File: src/rtl/decode_stage_buffer_if.sv
// decode_stage_buffer_if: fetch->decode handshake bundle for decode_stage_buffer.
// The illegal_out signal exists only when ID_ILLEGAL_CHK_EN is defined.
interface decode_stage_buffer_if #(
    parameter int XLEN  = 32,
    parameter int DEPTH = 2
);
    localparam int CW = $clog2(DEPTH + 1);

    logic            flush;
    logic            halt;
    logic            in_valid;
    logic            in_ready;
    logic [XLEN-1:0] pc_in;
    logic [XLEN-1:0] instr_in;
    logic            out_valid;
    logic            out_ready;
    logic [XLEN-1:0] pc_out;
    logic [XLEN-1:0] instr_out;
    logic [CW-1:0]   count;
`ifdef ID_ILLEGAL_CHK_EN
    logic            illegal_out;
`endif

    // Buffer side
    modport slave (
        input  flush, halt, in_valid, pc_in, instr_in, out_ready,
        output in_ready, out_valid, pc_out, instr_out, count
`ifdef ID_ILLEGAL_CHK_EN
        , output illegal_out
`endif
    );

    // Fetch/decode side
    modport master (
        output flush, halt, in_valid, pc_in, instr_in, out_ready,
        input  in_ready, out_valid, pc_out, instr_out, count
`ifdef ID_ILLEGAL_CHK_EN
        , input illegal_out
`endif
    );
endinterface

File: src/rtl/decode_stage_buffer.sv
// decode_stage_buffer: DEPTH-entry circular buffer between fetch and decode.
// One-cycle latency, no combinational in->out path, flush beats halt beats
// push/pop. Optional feature macro: ID_ILLEGAL_CHK_EN (per-entry illegal
// encoding flag presented on illegal_out).
module decode_stage_buffer #(
    parameter int              XLEN      = 32,
    parameter int              DEPTH     = 2,
    parameter logic [XLEN-1:0] NOP_INSTR = XLEN'(32'h0000_0013)
) (
    input  logic                   clk,
    input  logic                   rst_n,
    decode_stage_buffer_if.slave   bus
);
    localparam int PW = (DEPTH > 1) ? $clog2(DEPTH) : 1;
    localparam int CW = $clog2(DEPTH + 1);

    logic [XLEN-1:0] pc_mem    [DEPTH];
    logic [XLEN-1:0] instr_mem [DEPTH];
    logic [PW-1:0]   wr_ptr, rd_ptr;
    logic [CW-1:0]   count_q;
    logic            in_ready, out_valid, push, pop;

    // Handshake qualification; reset holds the input side closed
    always_comb begin
        in_ready  = rst_n && (count_q != CW'(DEPTH)) && !bus.halt && !bus.flush;
        out_valid = (count_q != '0);
        push      = bus.in_valid && in_ready;
        pop       = out_valid && bus.out_ready && !bus.halt && !bus.flush;
    end

    // Payload storage; never cleared, outputs are masked by out_valid instead
    always_ff @(posedge clk) begin
        if (push) begin
            pc_mem[wr_ptr]    <= bus.pc_in;
            instr_mem[wr_ptr] <= bus.instr_in;
        end
    end

    // Pointers and occupancy; flush returns everything to the empty state
    always_ff @(posedge clk or negedge rst_n) begin
        if (!rst_n) begin
            wr_ptr  <= '0;
            rd_ptr  <= '0;
            count_q <= '0;
        end else if (bus.flush) begin
            wr_ptr  <= '0;
            rd_ptr  <= '0;
            count_q <= '0;
        end else begin
            if (push) wr_ptr <= (wr_ptr == PW'(DEPTH - 1)) ? '0 : wr_ptr + 1'b1;
            if (pop)  rd_ptr <= (rd_ptr == PW'(DEPTH - 1)) ? '0 : rd_ptr + 1'b1;
            case ({push, pop})
                2'b10:   count_q <= count_q + 1'b1;
                2'b01:   count_q <= count_q - 1'b1;
                default: count_q <= count_q;
            endcase
        end
    end

    // Head presentation, masked to 0/NOP when nothing is buffered
    always_comb begin
        bus.in_ready  = in_ready;
        bus.out_valid = out_valid;
        bus.count     = count_q;
        bus.pc_out    = out_valid ? pc_mem[rd_ptr]    : '0;
        bus.instr_out = out_valid ? instr_mem[rd_ptr] : NOP_INSTR;
    end

`ifdef ID_ILLEGAL_CHK_EN
    logic ill_mem [DEPTH];

    // Flag computed once at push so decode sees it with the entry
    always_ff @(posedge clk) begin
        if (push)
            ill_mem[wr_ptr] <= (bus.instr_in[1:0] != 2'b11) || (bus.instr_in == '0);
    end

    // Flag is only meaningful while an entry is presented
    always_comb begin
        bus.illegal_out = out_valid && ill_mem[rd_ptr];
    end
`endif

endmodule

File: src/flat_wrapper.sv
// flat-port wrapper written by rule: the top's interface ports become plain ports
module decode_stage_buffer_flat 
#(
    parameter int              XLEN      = 32,
    parameter int              DEPTH     = 2,
    parameter logic [XLEN-1:0] NOP_INSTR = XLEN'(32'h0000_0013)
)
  (clk, rst_n, bus_flush, bus_halt, bus_in_valid, bus_pc_in, bus_instr_in, bus_out_ready, bus_in_ready, bus_out_valid, bus_pc_out, bus_instr_out, bus_count);
  decode_stage_buffer_if #(.XLEN(XLEN), .DEPTH(DEPTH)) bus_i ();
  input  logic clk;
  input  logic rst_n;
  input wire logic [$bits(bus_i.flush)-1:0] bus_flush;
  input wire logic [$bits(bus_i.halt)-1:0] bus_halt;
  input wire logic [$bits(bus_i.in_valid)-1:0] bus_in_valid;
  input wire logic [$bits(bus_i.pc_in)-1:0] bus_pc_in;
  input wire logic [$bits(bus_i.instr_in)-1:0] bus_instr_in;
  input wire logic [$bits(bus_i.out_ready)-1:0] bus_out_ready;
  output wire logic [$bits(bus_i.in_ready)-1:0] bus_in_ready;
  output wire logic [$bits(bus_i.out_valid)-1:0] bus_out_valid;
  output wire logic [$bits(bus_i.pc_out)-1:0] bus_pc_out;
  output wire logic [$bits(bus_i.instr_out)-1:0] bus_instr_out;
  output wire logic [$bits(bus_i.count)-1:0] bus_count;
  assign bus_i.flush = bus_flush;
  assign bus_i.halt = bus_halt;
  assign bus_i.in_valid = bus_in_valid;
  assign bus_i.pc_in = bus_pc_in;
  assign bus_i.instr_in = bus_instr_in;
  assign bus_i.out_ready = bus_out_ready;
  assign bus_in_ready = bus_i.in_ready;
  assign bus_out_valid = bus_i.out_valid;
  assign bus_pc_out = bus_i.pc_out;
  assign bus_instr_out = bus_i.instr_out;
  assign bus_count = bus_i.count;
  decode_stage_buffer #(.XLEN(XLEN), .DEPTH(DEPTH), .NOP_INSTR(NOP_INSTR)) u_core (.clk(clk), .rst_n(rst_n), .bus(bus_i));
endmodule
File: config.mk
export PLATFORM = sky130hd
export DESIGN_NAME = decode_stage_buffer_flat
export DESIGN_NICKNAME = d
export VERILOG_FILES = /design/src/rtl/decode_stage_buffer_if.sv /design/src/rtl/decode_stage_buffer.sv /design/src/flat_wrapper.sv
export SDC_FILE = /design/constraint.sdc
export NUM_CORES = 1
export LEC_CHECK = 0
export ABC_AREA = 1
export BUFFER_PORTS_ARGS = -buffer_cell sky130_fd_sc_hd__buf_2
export CORE_MARGIN = 1.5
export CORE_UTILIZATION = 35
export DETAILED_ROUTE_END_ITERATION = 6
export GPL_TIMING_DRIVEN = 0
export PLACE_DENSITY_LB_ADDON = 0.05
export SLEW_MARGIN = 10
export SYNTH_ARGS = -nofsm -noshare
export SYNTH_HDL_FRONTEND = slang
export SYNTH_SLANG_ARGS = --single-unit
File: constraint.sdc
create_clock -name clk -period 6.4 [get_ports clk]
set_input_delay 0.32 -clock clk [delete_from_list [all_inputs] [get_ports clk]]
set_output_delay 0.32 -clock clk [all_outputs]
set_load 0.02 [all_outputs]
==> impl_results.md <==
- Status: finished, final reports clean
- Ports: 138
- Starting Density: 0.362
- R2r startpoint: u_core.bus.count[0]
- Total nets after synthesis: 451
- Vias in the first global route: roughly 3400
- Area of the core: between 10000 and 15000 um2
- Max clock buf depth: 2
- Pins Over Slew Limit: 0
- Peak Freq: roughly 0.44 GHz
- Post-DP HPWL: around 7.4 mm
- Vias: 3389
- Netlist Area Pre-Place: ~5100 um2
- R2r worst-path depth: 6
- Port-buffer cells: approximately 140
- Ys Warns: 0
- Commonest non-fill, non-tap cells in the layout: 149 x buf_2, 134 x nand2_1, 128 x edfxtp_1
- PostCTS Resize Cnt: 0
- Drt via density: 4.62
- First-pass GRT wire length: around 17 mm
- Clk slew on worst S/H paths: approximately 50 ps
- Crit path capture type: flip-flop
- Critical path class: primary input to flip-flop
- Critical path launch point: rst_n
- Layout Cells excl Fill: 733
- Clock root buffer: clkbuf_16
- H-tree depth: 4
- Fin util: 0.475
- Period Utilization, post-route: 0.352
- Setup ws final: approximately 4100 ps
- Final setup viols: 0
- Layout area overhead: 31.1%
- Hold depth: 1
- Post-layout min period: 2250 ps
- Most common cell after layout, fill and taps aside: buf_2
- Worst Skew: 5.36 ps
- DR DRC count: 0
- VDD IR max: around 0.00021 V
- Distinct cell type count after synthesis: 19
- Setup Total Neg Slack: 0 ps
- Critical Path RT: about 6500 ps
- Final Hold Vio Count: 0
- Leak: 0.00269 uW
- Post-synthesis instance total: 381
- Initial antenna violation count: 0
- Total gr overflow: 0
- Antenna Nets Post-Route: 0
- Largest net degree at the start of global routing: 27
- Slew headroom: 0.568
- Worst slew pin tran: 647 ps
- Die X: around 120 um
- Critical Path Source Type: primary input
- Clock sinks: ~130
- Min-Delay Startpoint: bus_pc_in[12]
- Final Wtd Congestion: roughly 0.76
- CTS tree: done
- Area leader, netlist: edfxtp_1
- P per Cell Area: roughly 370 nW/um2
- Initial DRC Count: 238
- Final nets: approximately 610
- Arrival @ worst endpoint: 2360 ps
- Post-synth top area share: 0.755
- Synthesis-stage register bit count: approximately 130
- Placed cell count: about 700
- WL/cell: about 15 um
- CTS Buf Count: 17
- Vert. Die Dim: 124 um
- Min-delay worst type: primary input to flip-flop
- Die area: about 15000 um2
- Sequential fraction of the synthesis area: 0.775
- Iteration count of the initial detailed-routing pass: 4
- Max Cap Violations: 0
- Synth area leaders: edfxtp_1 76%, nand2_1 9.9%, a21oi_1 6.1%
- Rows: 43
- Share of layout cells above drive strength 1: 0.354
- Antenna fix cells: 0
- Gr usage total: 0.156
- Setup slack at placement: between 4000 and 5000 ps
- Skew-Pair Late Insertion Delay: 410 ps
- RSZ-0062 raised after global routing: no
- DRT Wirelength: 11.3 mm
- Crit Path Max Fanout: 18
- Syn_area_per_cell: 13.4 um2
## where the power goes
group	switching (uW)	total, uW	internal (uW)
Combinational	424	625	201
Sequential	11.5	984	972
Clock	320	877	557
## area by class of cell
type / count / area (um2)
timing repair buffer: 143 / 818
clock buffer: 20 / 437
inverter: 9 / 33.8
buffer: 20 / 135
sequential: 132 / 3940
fill: 1312 / 7370
tap: 180 / 225
multi-input combinational: 220 / 992
clock inverter: 9 / 90.1
## path summary, 6_finish.rpt
kind / end / slack [ps]
worst max-delay path: u_core.instr_mem[0][3] / 4150
worst min-delay path: u_core.pc_mem[0][12] / 90
worst max register to register: u_core.instr_mem[0][3] / 4340
worst min register to register: u_core.wr_ptr / 590
max in group asynchronous: u_core.rd_ptr / 5990
min in group asynchronous: u_core.bus.count[0] / 270
## cells in the mapped netlist
cell      number
nand2_1      134
edfxtp_1     128
a21oi_1       62
buf_2         12
nand3_1        8
buf_6          6
inv_1          5
dfrtp_1        4
inv_2          4
nor2_1         4
clkbuf_1       2
nand2_2        2
nand4_1        2
nor2_4         2
o21ai_0        2
nand2_4        1
nand3_2        1
nand3_4        1
nand4_2        1
## sequential cells by signal (all words and copies together), names as in the netlist
name,count
u_core.rd_ptr,1
u_core.wr_ptr,1
u_core.pc_mem,64
u_core.instr_mem,64
u_core.bus.count,2
## cell families (layout without fill, tap and decap cells)
kind of cell / Yosys count / in the layout / share of synthesized area
AND/OR/NAND/NOR: 156 / 156 / 0.129
flip-flops: 132 / 132 / 0.775
AO/OA/AOI/OAI: 64 / 64 / 0.0629
buffers and inverters: 29 / 201 / 0.0332
## stage by stage
step	power [uW]	hold slack, ps	cell area [um2]
after floorplan	1400	24.4	5090
after global placement	1630	150	6000
after detailed placement	1640	154	6140
after CTS	2520	70.3	6680
after global routing	2610	67.3	6680
final	2490	93.1	6680
## worst max-delay path: stages
cell and delay, ps:
dlygate4sd3_1 520, buf_2 180, inv_1 60, nor2_1 100, nand4_2 210, nor2_4 540
buf_16 240, buf_16 180
## metal layers
layer	wire length [um]	GRT usage	up-vias	part of all wire
met3	895	0.0755	7	0.079
met2	5360	0.247	105	0.47
met5	0	0	-	0
li1	-	-	1665	-
met1	4920	0.184	1612	0.44
met4	125	0.0596	0	0.011
## timing repair
item / CTS / global route
hold buffers: 1 / 0
setup buffers: 0 / 0
endpoints found under the hold margin: 4 / 0
(Power assumes the default switching activity.)
